==> src/rtl/fft_seq_ctrl_if.sv <==
// Handshake and control bundle between the FFT sequencer and its datapath neighbours.
// The slave modport is the sequencer's view; the master modport is the environment's view.
interface fft_seq_ctrl_if;
  localparam int unsigned ROT_W = 3;
  localparam int unsigned CNT_W = 8;

  logic             s_p_flag_in;
  logic             p_s_ready;
  logic             s_p_ack;
  logic             mux_flag;
  logic             demux_flag;
  logic [ROT_W-1:0] rotation;
  logic             bf_en;
  logic             p_s_flag;
  logic             busy;
  logic [CNT_W-1:0] frame_cnt;

  modport slave (
    input  s_p_flag_in, p_s_ready,
    output s_p_ack, mux_flag, demux_flag, rotation, bf_en, p_s_flag, busy, frame_cnt
  );

  modport master (
    output s_p_flag_in, p_s_ready,
    input  s_p_ack, mux_flag, demux_flag, rotation, bf_en, p_s_flag, busy, frame_cnt
  );
endinterface

==> src/rtl/fft_seq_ctrl.sv <==
// Sequencer for the 8-point FFT datapath: accepts a frame from s_p, steps the shared
// butterfly through STAGES x BEATS issue cycles, then hands the last stage to p_s.
module fft_seq_ctrl #(
  parameter int unsigned STAGES    = 3,
  parameter int unsigned BEATS     = 2,
  parameter int unsigned STAGE_GAP = 2,
  parameter int unsigned BF_LAT    = 1
) (
  input  logic          clk,
  input  logic          rst_n,
  fft_seq_ctrl_if.slave bus
);

  localparam int unsigned STAGE_W = 2;
  localparam int unsigned BEAT_W  = 3;
  localparam int unsigned GAP_W   = 3;
  localparam int unsigned ROT_W   = 3;
  localparam int unsigned CNT_W   = 8;

  localparam logic [STAGE_W-1:0] LAST_STAGE = STAGE_W'(STAGES - 1);
  localparam logic [BEAT_W-1:0]  LAST_BEAT  = BEAT_W'(BEATS - 1);
  localparam logic [GAP_W-1:0]   LAST_GAP   = GAP_W'(STAGE_GAP - 1);
  localparam logic [GAP_W-1:0]   LAST_DRAIN = GAP_W'(BF_LAT - 1);

  typedef enum logic [2:0] {
    IDLE  = 3'd0,
    CALC  = 3'd1,
    WAIT  = 3'd2,
    DRAIN = 3'd3,
    OUT   = 3'd4
  } state_e;

  state_e             state_q,      state_d;
  logic [STAGE_W-1:0] stage_q,      stage_d;
  logic [BEAT_W-1:0]  beat_q,       beat_d;
  logic [GAP_W-1:0]   gap_q,        gap_d;
  logic [ROT_W-1:0]   rotation_q,   rotation_d;
  logic [CNT_W-1:0]   frame_cnt_q,  frame_cnt_d;
  logic               mux_flag_q,   mux_flag_d;
  logic               demux_flag_q, demux_flag_d;
  logic               bf_en_q,      bf_en_d;
  logic               p_s_flag_q,   p_s_flag_d;
  logic               busy_q,       busy_d;
  logic               accept;

  assign accept = (state_q == IDLE) & bus.s_p_flag_in & bus.p_s_ready;

  // State register plus registered Moore outputs.
  always_ff @(posedge clk or negedge rst_n) begin
    if (!rst_n) begin
      state_q      <= IDLE;
      stage_q      <= '0;
      beat_q       <= '0;
      gap_q        <= '0;
      rotation_q   <= '0;
      frame_cnt_q  <= '0;
      mux_flag_q   <= 1'b0;
      demux_flag_q <= 1'b0;
      bf_en_q      <= 1'b0;
      p_s_flag_q   <= 1'b0;
      busy_q       <= 1'b0;
    end else begin
      state_q      <= state_d;
      stage_q      <= stage_d;
      beat_q       <= beat_d;
      gap_q        <= gap_d;
      rotation_q   <= rotation_d;
      frame_cnt_q  <= frame_cnt_d;
      mux_flag_q   <= mux_flag_d;
      demux_flag_q <= demux_flag_d;
      bf_en_q      <= bf_en_d;
      p_s_flag_q   <= p_s_flag_d;
      busy_q       <= busy_d;
    end
  end

  // Next state and counters; gap_q doubles as the stage-gap and drain counter.
  always_comb begin
    state_d     = state_q;
    stage_d     = stage_q;
    beat_d      = beat_q;
    gap_d       = gap_q;
    frame_cnt_d = frame_cnt_q;

    unique case (state_q)
      IDLE: begin
        if (accept) begin
          state_d = CALC;
          stage_d = '0;
          beat_d  = '0;
        end
      end
      CALC: begin
        if (beat_q == LAST_BEAT) begin
          gap_d = '0;
          if (stage_q == LAST_STAGE) begin
            state_d = DRAIN;
          end else begin
            stage_d = stage_q + STAGE_W'(1);
            beat_d  = '0;
            state_d = (STAGE_GAP == 0) ? CALC : WAIT;
          end
        end else begin
          beat_d = beat_q + BEAT_W'(1);
        end
      end
      WAIT: begin
        if (gap_q == LAST_GAP) begin
          state_d = CALC;
          gap_d   = '0;
        end else begin
          gap_d = gap_q + GAP_W'(1);
        end
      end
      DRAIN: begin
        if (gap_q == LAST_DRAIN) begin
          state_d = OUT;
          gap_d   = '0;
        end else begin
          gap_d = gap_q + GAP_W'(1);
        end
      end
      OUT: begin
        state_d     = IDLE;
        frame_cnt_d = frame_cnt_q + CNT_W'(1);
      end
      default: state_d = IDLE;
    endcase
  end

  // Output values for the upcoming state, so registered outputs line up with it.
  always_comb begin
    bf_en_d      = (state_d == CALC);
    busy_d       = (state_d != IDLE);
    p_s_flag_d   = (state_d == OUT);
    mux_flag_d   = ((state_d == CALC) && (stage_d != '0)) || (state_d == WAIT);
    demux_flag_d = ((state_d == CALC) && (stage_d == LAST_STAGE)) ||
                   (state_d == DRAIN) || (state_d == OUT);
    rotation_d   = rotation_q;
    if (state_d == CALC) begin
      rotation_d = ROT_W'(32'(stage_d) * BEATS + 32'(beat_d));
    end else if (state_d == IDLE) begin
      rotation_d = '0;
    end
  end

  assign bus.s_p_ack    = accept;
  assign bus.mux_flag   = mux_flag_q;
  assign bus.demux_flag = demux_flag_q;
  assign bus.rotation   = rotation_q;
  assign bus.bf_en      = bf_en_q;
  assign bus.p_s_flag   = p_s_flag_q;
  assign bus.busy       = busy_q;
  assign bus.frame_cnt  = frame_cnt_q;

endmodule

==> src/flat_wrapper.sv <==
// flat-port wrapper written by rule: the top's interface ports become plain ports
module fft_seq_ctrl_flat 
#(
  parameter int unsigned STAGES    = 3,
  parameter int unsigned BEATS     = 2,
  parameter int unsigned STAGE_GAP = 2,
  parameter int unsigned BF_LAT    = 1
)
  (clk, rst_n, bus_s_p_flag_in, bus_p_s_ready, bus_s_p_ack, bus_mux_flag, bus_demux_flag, bus_rotation, bus_bf_en, bus_p_s_flag, bus_busy, bus_frame_cnt);
  fft_seq_ctrl_if bus_i ();
  input  logic clk;
  input  logic rst_n;
  input wire logic [$bits(bus_i.s_p_flag_in)-1:0] bus_s_p_flag_in;
  input wire logic [$bits(bus_i.p_s_ready)-1:0] bus_p_s_ready;
  output wire logic [$bits(bus_i.s_p_ack)-1:0] bus_s_p_ack;
  output wire logic [$bits(bus_i.mux_flag)-1:0] bus_mux_flag;
  output wire logic [$bits(bus_i.demux_flag)-1:0] bus_demux_flag;
  output wire logic [$bits(bus_i.rotation)-1:0] bus_rotation;
  output wire logic [$bits(bus_i.bf_en)-1:0] bus_bf_en;
  output wire logic [$bits(bus_i.p_s_flag)-1:0] bus_p_s_flag;
  output wire logic [$bits(bus_i.busy)-1:0] bus_busy;
  output wire logic [$bits(bus_i.frame_cnt)-1:0] bus_frame_cnt;
  assign bus_i.s_p_flag_in = bus_s_p_flag_in;
  assign bus_i.p_s_ready = bus_p_s_ready;
  assign bus_s_p_ack = bus_i.s_p_ack;
  assign bus_mux_flag = bus_i.mux_flag;
  assign bus_demux_flag = bus_i.demux_flag;
  assign bus_rotation = bus_i.rotation;
  assign bus_bf_en = bus_i.bf_en;
  assign bus_p_s_flag = bus_i.p_s_flag;
  assign bus_busy = bus_i.busy;
  assign bus_frame_cnt = bus_i.frame_cnt;
  fft_seq_ctrl #(.STAGES(STAGES), .BEATS(BEATS), .STAGE_GAP(STAGE_GAP), .BF_LAT(BF_LAT)) u_core (.clk(clk), .rst_n(rst_n), .bus(bus_i));
endmodule
==> config.mk <==
export PLATFORM = sky130hd
export DESIGN_NAME = fft_seq_ctrl_flat
export DESIGN_NICKNAME = d
export VERILOG_FILES = /design/src/rtl/fft_seq_ctrl_if.sv /design/src/rtl/fft_seq_ctrl.sv /design/src/flat_wrapper.sv
export SDC_FILE = /design/constraint.sdc
export NUM_CORES = 1
export LEC_CHECK = 0
export CAP_MARGIN = 20
export CORE_ASPECT_RATIO = 1.5
export CORE_UTILIZATION = 35
export CTS_CLUSTER_DIAMETER = 100
export DETAILED_ROUTE_END_ITERATION = 10
export GPL_ROUTABILITY_DRIVEN = 0
export GPL_TIMING_DRIVEN = 0
export MAX_ROUTING_LAYER = met4
export PLACE_DENSITY = 0.54
export SETUP_SLACK_MARGIN = 0.4
export SYNTH_ARGS = -nofsm -noshare
export SYNTH_HDL_FRONTEND = slang
export SYNTH_SLANG_ARGS = --single-unit
==> constraint.sdc <==
create_clock -name clk -period 4.8 [get_ports clk]
set_input_delay 0.48 -clock clk [delete_from_list [all_inputs] [get_ports clk]]
set_output_delay 0.48 -clock clk [all_outputs]
set_load 0.03 [all_outputs]
## Word-level counts from Yosys, hierarchy flattened

Index checks and enable logic that the tools add are counted.

- $add $sub $neg: 5
- Equal/unequal tests: 13
- Mux-type cells: 20
- Bitwise operators: 2
- Reductions and logical operators: 13

Operators by type and width:

| operator | count |
|---|---|
| 3-bit two-way mux | 12 |
| 3-bit by 1-bit == test with 1-bit output (second input constant) | 4 |
| 3-bit by 2-bit == test with 1-bit output (second input constant) | 4 |
| 3-bit one-hot mux with 4 select lines | 1 |
| 3-bit zero test | 3 |
| 3-bit one-hot mux with 3 select lines | 1 |
| 8-bit by 1-bit adder with 8-bit output (second input constant) | 1 |
| 3-bit by 1-bit adder with 3-bit output (second input constant) | 2 |
| 3-bit == test (second input constant) | 2 |
| 2-bit two-way mux | 3 |
| 3-bit one-hot mux with 2 select lines | 1 |
| 3-bit nonzero test | 2 |
| 2-bit == test (second input constant) | 2 |
| 2-bit one-hot mux with 2 select lines | 1 |
| 2-bit nonzero test | 2 |
| 3-bit adder | 1 |
| 1-bit logical OR | 3 |
| 2-bit by 1-bit adder with 2-bit output (second input constant) | 1 |
| 1-bit bitwise AND | 2 |
| 1-bit logical AND | 2 |
| 2-bit by 1-bit inequality test with 1-bit output (second input constant) | 1 |
| 2-bit AND reduction | 1 |
| 1-bit two-way mux | 1 |

- Register bits after elaboration: 27
- Input bits: 4
- Output and inout port bits: 17
- Logic and storage cells: 64

## Longest topological paths before layout

Gate-level depths: netlist (run 1).

- Depth in word-level cells: 9
- Mapped depth: 9
- Mapped depth without buffers: 9

## Least setup slack after synthesis (run 1)

OpenSTA, ideal clock, no wires.

- Kind: reg-to-reg
- Start: register u_core.beat_q[1]
- End: register u_core.rotation_q[2], in the netlist u_core.bus.rotation[2]
- Setup time: 0.121 ns
- Arrival: 1.933 ns
- Required time: 4.679 ns
- Setup slack: 2.746 ns
- Cell stages (with the launch flop): 9
- Period minus slack after synthesis: 2.054 ns
- Path through: dfrtp_1 inv_1 ha_1 nor2b_1 a31oi_1 o32ai_1 ha_1 xor3_1 a22o_1

- Longest elaborated chain between the ends: 5
- Elaborated cells on any way between the ends: 15
- Classes of those cells: add/sub: 2; eq/ne: 2; mux: 9; reduce/logical: 2

RTL lines:

| element | line | text |
|---|---|---|
| start, declared | fft_seq_ctrl.sv:35 | `logic [BEAT_W-1:0] beat_q, beat_d;` |
| start signal, assigned | fft_seq_ctrl.sv:65 | `beat_q <= beat_d;` |
| 3-bit by 1-bit adder with 3-bit output (tied with other cells) | fft_seq_ctrl.sv:104 | `beat_d = beat_q + BEAT_W'(1);` |
| 3-bit two-way mux | fft_seq_ctrl.sv:94 | `if (beat_q == LAST_BEAT) begin` |
| 3-bit one-hot mux with 2 select lines (*) | fft_seq_ctrl.sv:85 | `unique case (state_q)` |
| via u_core.beat_d[1] | fft_seq_ctrl.sv:35 |  |
| 3-bit adder (*) | fft_seq_ctrl.sv:141 | `rotation_d = ROT_W'(32'(stage_d) * BEATS + 32'(beat_d));` |
| 3-bit two-way mux (*) | fft_seq_ctrl.sv:140 | `if (state_d == CALC) begin` |
| end signal, assigned | fft_seq_ctrl.sv:67 | `rotation_q <= rotation_d;` |
| end, declared | fft_seq_ctrl.sv:37 | `logic [ROT_W-1:0] rotation_q, rotation_d;` |

The timed path passes the listed nets; every way through them passes the cells marked *.
A chain may end at the register's enable or synchronous reset.

## Worst setup path after layout (run 1)

- Start: input bus_s_p_flag_in
- End: output bus_s_p_ack

- Longest elaborated chain between the ends: 2

RTL lines:

| element | line | text |
|---|---|---|
| start, declared | flat_wrapper.sv:13 | `input wire logic [$bits(bus_i.s_p_flag_in)-1:0] bus_s_p_flag_in;` |
| 1-bit bitwise AND (2 in series) | fft_seq_ctrl.sv:46 | `assign accept = (state_q == IDLE) & bus.s_p_flag_in & bus.p_s_ready;` |
| end, declared | flat_wrapper.sv:15 | `output wire logic [$bits(bus_i.s_p_ack)-1:0] bus_s_p_ack;` |

No other way between the ends.

==> flow_summary_export.csv, run 1 <==
group,metric,value,unit
worst_setup_path,start_kind,"primary input",
floorplanning,core.rowCount,27,
finish,drive_above_1_share,14.8,%
cts,worstSkewPairLatency,270,ps
global_route,grt_util_all_layers,14.3,%
floorplanning,die_h,78.4,um
sta,clock.fmax,404,MHz
finish,multi_input_area,636,sq um
cts,htree_levels,1,
yosys,avgSynthCellArea,11.6,sq um
yosys,ys_top_cells_by_area,"dfrtp_1 (50%), ha_1 (8.3%), xnor2_1 (3.2%), a22o_1 (2.6%), inv_1 (2.5%)",
sta,clock_skew,3.75,ps
worst_setup_path,cp-startpoint,"bus_s_p_flag_in",
hold_path,hold_path_class,"reg -> reg",
cts,cts_made_buffers,3,
yosys,synth.most_common_cell,"dfrtp_1",
cts,cts.sinks,27,
worst_setup_path,cp.required,4320,ps
worst_setup_path,criticalPathCategory,"in -> out",
route,drtPass1Iterations,4,
yosys,synth_top_cells_by_count,"dfrtp_1 (27), ha_1 (9), inv_1 (9)",
worst_setup_path,path_max_fanout,4,
floorplanning,fp.dieW,52.9,um
flow_run,drv_cap,0,
sta,relSlewSlack,52.8,%
pwr,ir_drop,0.000361,V
yosys,synth_edf_count,0,
yosys,ys_async_sr_fraction,100,%
route,antenna_left,0,
route,remaining_drc_errors,0,
worst_setup_path,cp.arrival,1990,ps
yosys,synth_area,0.00136,sq mm
placement,io_buffers,20,
route,wl_per_cell,13.0,um
global_route,grt_pass1_wl,4.24,mm
route,vias,950,
sta,drv_slew,0,
sta,tns,0,ps
cts,root_buffer,"clkbuf_8",
placement,hpwlAfterDp,1.93,mm
finish,syn_to_final_growth,23.2,%
global_route,grt_antenna_before_repair,0,
floorplanning,core,0.00368,sq mm
finish,finalNonFillerCells,185,
cts,ctsHoldBuffers,0,
sta,period_needed,2470,ps
worst_setup_path,reg2reg_from,"u_core.beat_q[0]",
floorplanning,start_util,37.0,%
pwr,powerDensity,587,mW/mm^2
cts,cts_tree,"yes",
worst_setup_path,end_kind,"output pin",
floorplanning,ioPinCount,21,
finish,n_antenna_cell,0,
pwr,p_leak,0.775,nW
yosys,synth-seq-cells,27,
route,routed_wl,2.41,mm
finish,nFillCells,335,
hold_path,min_from,"u_core.bus.frame_cnt[7]",
yosys,seq_area_frac_synth,49.6,%
yosys,ys_warn_count,0,
sta,tightest_slew,707,ps
sta,setup_viol,0,
yosys,synth_ff_type,"dfrtp_1",
floorplanning,die_area,0.00415,sq mm
worst_setup_path,r2r_cells,7,
finish,fin_nets,156,
global_route,overflow,0,
hold_path,hold_depth,1,
yosys,ys_types,40,
cts,post_cts_buffers,0,
placement,dpl.cell_count,181,
sta,timing.final.hold_violations,0,
status,status,"completed",
global_route,grt_pass1_vias,966,
sta,timing.final.crit_share,51.6,%
route,drt_iter0_markers,9,
global_route,grt_max_degree,16,
yosys,yosysTopAreaCellShare,49.6,%
cts,clkTransAtPathRegs,90,ps
finish,seqCellArea,676,sq um
cts,clockBufferDepth,2,
cts,ctsResizeCount,0,
sta,rsz0062_at_grt,"false",
yosys,syn_nets,130,
route,viasPerCell,5.14,
yosys,synth_top_cell_by_area,"dfrtp_1",
yosys,syn_inst,117,
stage by stage:
step	worst slack [ps]	area (sq um)	power (mW)	utilization, %	hold slack (ps)
floorplan	2750	1360	0.726	-	184
global placement	2280	1620	0.860	43.9	463
detailed placement	2310	1630	0.872	44.3	466
CTS	2300	1680	1.00	45.5	483
global route	2190	1680	1.07	45.5	516
finish	2330	1680	0.984	45.5	481
critical path: stages:
cell	delay, ps
clkdlybuf4s50_1	490
nand4_1	210
inv_1	140
clkdlybuf4s50_1	680
power breakdown:
part	internal (mW)	switching (mW)
Combinational	0.232	0.279
Clock	0.0582	0.0687
Sequential	0.294	0.0524
flip-flops by register name (all words and copies together) (netlist names):
| signal | count |
|---|---|
| u_core.bus.frame_cnt | 8 |
| u_core.beat_q | 3 |
| u_core.bus.rotation | 3 |
| u_core.gap_q | 3 |
| u_core.state_q | 3 |
| u_core.stage_q | 2 |
| u_core.bus.bf_en | 1 |
| u_core.bus.busy | 1 |
| u_core.bus.demux_flag | 1 |
| u_core.bus.mux_flag | 1 |
| u_core.bus.p_s_flag | 1 |
final cells by class:
cell class              count  share of cell area [%]
clock buffers               3                    2.46
well taps                  43                    3.21
plain buffers               2                   0.970
repair buffers             21                    12.8
multi-input cells          79                    37.9
flip-flops and latches     27                    40.3
clock inverters             1                   0.299
inverters                   9                    2.01
routing by layer:
layer / vias up / GRT usage, % / routed length (um)
li1: 466 / - / -
met5: - / - / 0
met2: 16 / 23.4 / 1250
met1: 464 / 16.8 / 1030
met3: 4 / 2.33 / 91
met4: 0 / 6.32 / 41
cells by family after synthesis:
group                      Yosys count  synth area share, %
muxes                                2                 1.65
DFF                                 27                 49.6
buffers and inverters               11                 3.68
adders and majority gates            9                 8.27
xor gates and xnor gates             8                 6.25
and+or+nand+nor                     38                 17.6
AOI/OAI and AO/OA                   22                 12.9
worst paths after layout:
check	slack, ps	endpoint
worst max-delay path	2330	bus_s_p_ack
worst min-delay path	480	u_core.bus.frame_cnt[7]
min in group asynchronous	620	u_core.bus.frame_cnt[3]
worst max register to register	2570	u_core.bus.rotation[2]
worst min register to register	480	u_core.bus.frame_cnt[7]
max in group asynchronous	3650	u_core.state_q[0]
layout by cell type, fill, tap and decap left out, drive strengths merged, types with 3 or more instances in the layout:
cell type and n:
o21ai 3, a21oi 5, nor3 3, inv 9, dfrtp 27, nand2b 4, ha 9, xnor2 5
clkdlybuf4s50 20, or2 3, nand4 3, clkbuf 3, nand2 5, a22o 4, buf 3, nor2 8
(Power assumes the default switching activity.)
==> inputs of run 2 (changes only) <==
==> constraint.sdc (replaced) <==
create_clock -name clk -period 2.31 [get_ports clk]
set_input_delay 0.231 -clock clk [delete_from_list [all_inputs] [get_ports clk]]
set_output_delay 0.231 -clock clk [all_outputs]
set_load 0.03 [all_outputs]
==> run 2 against run 1 <==
  * Via count increased by 4.4%
  * Clock-buffer cell count did not move
  * Combinational power grew to 2.6 times the previous value
  * Critical endpoint is now u_core.bus.rotation[2]
  * Clock power increased by 120%
  * Clock skew rose by 5.9 ps
  * Largest power group unchanged
  * Flip-flop and latch count is the same
  * Final area grew 11%
==> flow_summary_export.csv, run 2 (synthesis results as in run 1) <==
group,metric,value,unit
floorplanning,die_area,0.00415,sq mm
finish,largest_reg_flops,8,
placement,io_buffers,20,
worst_setup_path,start_kind,"flip-flop",
floorplanning,die_h,78.4,um
finish,final_cell_mix,"dfrtp_1 (24), clkdlybuf4s50_1 (19), buf_4 (9), inv_1 (7), nor2_1 (6)",
global_route,met2_usage,27.1,%
route,remaining_drc_errors,0,
global_route,overflow,0,
placement,place_ws,193,ps
pwr,ir_drop,0.000739,V
global_route,use_met1,17.5,%
finish,nFillCells,335,
finish,n_antenna_cell,0,
placement,dpl.cell_count,181,
worst_setup_path,critPathSlowestCell,"or3b_4",
finish,final_common_cell,"dfrtp_1",
route,routed_wl,2.84,mm
status,status,"completed",
sta,drv_slew,0,
worst_setup_path,cp.required,2490,ps
cts,cts_made_buffers,3,
worst_setup_path,path_max_fanout,6,
global_route,grt_pass1_wl,4.54,mm
floorplanning,core,0.00368,sq mm
cts,clockBufferDepth,2,
route,viasPerCell,5.14,
finish,fin_util,50.3,%
finish,multi_input_area,736,sq um
route,wl_per_cell,14.7,um
cts,worstSkewPairLatency,280,ps
cts,clkTransAtPathRegs,100,ps
worst_setup_path,cp_slowest_stage_delay,430,ps
finish,seqCellArea,679,sq um
global_route,grt_antenna_before_repair,0,
sta,relSlewSlack,69.3,%
global_route,grt_util_all_layers,15.4,%
floorplanning,core.rowCount,27,
route,drt_iter0_markers,13,
worst_setup_path,worstPathCellList,"buf_6, or3b_4, o32ai_4, ha_2, xor3_1, a22o_1",
route,antenna_left,0,
worst_setup_path,criticalPathCategory,"reg -> reg",
sta,timing.hold.ws,270,ps
placement,hpwlAfterDp,2.09,mm
worst_setup_path,cp.arrival,2170,ps
finish,fin_nets,164,
global_route,grt_pass1_vias,956,
global_route,grt_max_degree,22,
flow_run,drv_cap,0,
pwr,p_leak,0.835,nW
floorplanning,start_util,37.0,%
sta,tightest_slew,459,ps
floorplanning,fp.dieW,52.9,um
cts,htree_levels,1,
pwr,powerDensity,1270,mW/mm^2
sta,timing.final.crit_share,86.2,%
cts,cts_tree,"yes",
route,vias,992,
cts,root_buffer,"clkbuf_8",
hold_path,hold_path_class,"in -> async",
sta,clock_skew,9.68,ps
finish,syn_to_final_growth,36.1,%
finish,drive_above_1_share,31.3,%
finish,finalNonFillerCells,193,
pwr,p_total,2.35,mW
global_route,met3_usage,1.74,%
sta,fin_ws,319,ps
route,drtPass1Iterations,3,
global_route,busiest_layer,"met2",
floorplanning,ioPinCount,21,
sta,setup_viol,0,
cts,cts.sinks,27,
worst_setup_path,end_kind,"flip-flop",
sta,tns,0,ps
sta,rsz0062_at_grt,"true",
sta,timing.final.hold_violations,0,
finish,fin_area,0.00185,sq mm
sta,clock.fmax,502,MHz
placement,dpl_cell_area,0.00166,sq mm
sta,period_needed,1990,ps
## run 2: cell types whose count changed in the layout (fill, tap and decap cells not counted), moves of 2 or more
| cell | change |
|---|---|
| buf_4 | +9 |
| dfrtp_1 | -3 |
| dfrtp_2 | +3 |
| ha_1 | -4 |
| ha_2 | +3 |
| inv_1 | -2 |
| inv_2 | +2 |
## run 2: layer usage
layer	share of wire, %	routed length [um]	up-vias
met2	57	1610	16
met5	0	0	-
met3	2.8	79	2
met1	40	1130	496
li1	-	-	478
met4	0.67	19	0
## run 2: worst paths after layout
kind,to,startpoint,cells after the start,slack [ps]
worst max-delay path,u_core.bus.rotation[2],u_core.state_q[0],6,320
min in group clk,u_core.bus.frame_cnt[7],u_core.bus.frame_cnt[7],1,490
max in group asynchronous,u_core.state_q[1],rst_n,2,1570
worst min-delay path,u_core.gap_q[0],rst_n,1,270
worst max register to register,u_core.bus.rotation[2],u_core.state_q[0],6,320
worst min register to register,u_core.bus.frame_cnt[7],u_core.bus.frame_cnt[7],1,490
## run 2: cell type report
| type | instances | share of cell area, % |
|---|---|---|
| clock inverter | 1 | 0.405 |
| multi-input combinational | 79 | 39.7 |
| tap | 43 | 2.90 |
| sequential | 27 | 36.7 |
| clock buffer | 3 | 2.23 |
| inverter | 9 | 1.82 |
| timing repair buffer | 29 | 15.3 |
| buffer | 2 | 1.01 |
## run 2: repair_timing
action	in CTS	in global routing
hold buffers	0	0
setup buffers	7	1
pin swaps	2	3
resized for setup	13	11
endpoints found under the setup margin	5	6
## run 2: worst max-delay path, delay by kind of cell, from the launching register on
family / cells / cell delay (ps)
AND/OR/NAND/NOR: 1 / 430
flip-flops: 1 / 390
adder cells (fa/ha/maj): 1 / 220
AO/OA/AOI/OAI: 2 / 510
XOR/XNOR: 1 / 210
buffers and inverters: 1 / 130
## run 2: power breakdown
group / internal, mW / leakage (nW) / total [mW] / switching, mW
registers: 0.613 / 0.356 / 0.726 / 0.113
clock network: 0.122 / 0.0217 / 0.277 / 0.155
logic: 0.643 / 0.457 / 1.35 / 0.703
==> inputs of run 3 (changes only) <==
--- a/config.mk
+++ b/config.mk
@@ -11,7 +11,7 @@
 export CTS_CLUSTER_DIAMETER = 100
 export DETAILED_ROUTE_END_ITERATION = 10
 export GPL_ROUTABILITY_DRIVEN = 0
-export GPL_TIMING_DRIVEN = 0
+export GPL_TIMING_DRIVEN = 1
 export MAX_ROUTING_LAYER = met4
 export PLACE_DENSITY = 0.54
 export SETUP_SLACK_MARGIN = 0.4
==> run 3 against run 2 <==
  * First-iteration DRC count down 15%
  * Clock skew down 3.9 ps
  * Non-clock buffer count down 4
  * Critical path depth down 1
  * Critical path type unchanged
  * Sequential power about the same
  * Hold slack better by 54 ps
  * Via count down 1.0%
  * Combinational power down 7%
  * Critical endpoint unchanged
  * Largest power group unchanged
  * Worst setup slack better by 53 ps
  * Global-route usage up 1.1 points
  * Die area unchanged
  * Maximum frequency up 2.7%
==> flow_summary_export.csv, run 3 (synthesis results as in run 1) <==
group,metric,value,unit
finish,drive_above_1_share,24.7,%
finish,nFillCells,344,
floorplanning,start_util,37.0,%
sta,relSlewSlack,75.9,%
worst_setup_path,cp.arrival,2120,ps
worst_setup_path,cp_slowest_stage_delay,510,ps
placement,place_ws,144,ps
worst_setup_path,cp_top_family,"simple AND/OR/NAND/NOR gates",
global_route,overflow,0,
sta,period_needed,1940,ps
cts,clockBufferDepth,2,
sta,rsz0062_at_grt,"true",
global_route,grt_util_all_layers,16.6,%
floorplanning,die_area,0.00415,sq mm
sta,tightest_slew,361,ps
worst_setup_path,criticalPathCategory,"reg -> reg",
placement,hpwlAfterDp,2.05,mm
worst_setup_path,worstPathCellList,"or4bb_1, nor3_1, a31o_2, xor3_1, a22o_1",
route,antenna_left,0,
global_route,grt_pass1_vias,1037,
cts,cts_tree,"yes",
sta,drv_slew,0,
placement,io_buffers,20,
sta,fin_ws,372,ps
floorplanning,ioPinCount,21,
finish,largest_reg_flops,8,
cts,htree_levels,1,
floorplanning,fp.dieW,52.9,um
worst_setup_path,path_buf_inv,0,
route,drtPass1Iterations,4,
finish,fin_util,48.0,%
pwr,p_total,2.26,mW
cts,cts_made_buffers,3,
worst_setup_path,cp.required,2490,ps
worst_setup_path,end_kind,"flip-flop",
route,vias,982,
finish,fin_nets,160,
route,drt_iter0_markers,11,
route,remaining_drc_errors,0,
placement,dpl.cell_count,181,
global_route,grt_antenna_before_repair,0,
cts,clkTransAtPathRegs,100,ps
sta,tns,0,ps
placement,dpl_cell_area,0.00164,sq mm
hold_path,hold_path_class,"in -> async",
cts,worstSkewPairLatency,280,ps
status,status,"completed",
finish,seqCellArea,678,sq um
floorplanning,die_h,78.4,um
finish,fin_area,0.00177,sq mm
flow_run,drv_cap,0,
sta,timing.hold.ws,323,ps
finish,final_common_cell,"dfrtp_1",
cts,root_buffer,"clkbuf_8",
pwr,p_leak,0.800,nW
finish,n_antenna_cell,0,
pwr,powerDensity,1280,mW/mm^2
route,routed_wl,2.85,mm
floorplanning,core,0.00368,sq mm
finish,syn_to_final_growth,30.0,%
worst_setup_path,path_max_fanout,8,
pwr,ir_drop,0.000597,V
cts,ctsHoldBuffers,0,
global_route,grt_pass1_wl,4.81,mm
finish,multi_input_area,707,sq um
worst_setup_path,start_kind,"flip-flop",
finish,final_cell_mix,"dfrtp_1 (25), clkdlybuf4s50_1 (19), inv_1 (8), ha_1 (7), buf_4 (7)",
sta,setup_viol,0,
worst_setup_path,critPathSlowestCell,"or4bb_1",
sta,timing.final.crit_share,83.9,%
floorplanning,core.rowCount,27,
sta,clock.fmax,516,MHz
global_route,grt_max_degree,28,
cts,cts.sinks,27,
route,wl_per_cell,15.1,um
sta,timing.final.hold_violations,0,
finish,finalNonFillerCells,189,
route,viasPerCell,5.20,
sta,clock_skew,5.77,ps
run 3: worst paths after layout:
check,start,endpoint,slack (ps),cells after the start
max,u_core.state_q[1],u_core.bus.rotation[2],370,5
min reg2reg,u_core.bus.frame_cnt[7],u_core.bus.frame_cnt[7],470,1
max reg2reg,u_core.state_q[1],u_core.bus.rotation[2],370,5
min in group clk,u_core.bus.frame_cnt[7],u_core.bus.frame_cnt[7],470,1
max in group asynchronous,rst_n,u_core.state_q[2],1700,2
min,rst_n,u_core.bus.frame_cnt[3],320,2
run 3: worst reg2reg max path, cell delays in order, from the launching register on:
cell,delay [ps]
dfrtp_2,480
or4bb_1,510
nor3_1,140
a31o_2,140
xor3_1,390
a22o_1,180
run 3: area by class of cell:
type | count | share of cell area, %
clock buffer | 3 | 2.33
sequential | 27 | 38.3
clock inverter | 1 | 0.424
multi-input combinational | 79 | 40.0
timing repair buffer | 27 | 14.0
inverter | 9 | 1.91
tap | 43 | 3.04
run 3: layer usage:
| layer | track usage (%) | share of wire, % | vias up |
|---|---|---|---|
| li1 | - | - | 469 |
| met1 | 18.8 | 40 | 479 |
| met2 | 27.8 | 55 | 25 |
| met3 | 1.94 | 2.5 | 9 |
| met4 | 8.16 | 2.6 | 0 |
| met5 | - | 0 | - |
run 3: power by group:
group          leakage (nW)  switching, mW  internal, mW
registers             0.357          0.118         0.611
clock network        0.0217          0.155         0.123
logic                 0.421          0.679         0.571
total                 0.800          0.953          1.31
run 3: repair_timing:
item,CTS,global route
hold endpoints to repair,0,0
setup buffers,4,0
endpoints found under the setup margin,4,6
gates resized for setup,11,2
pin swaps,6,0
gates cloned,0,0
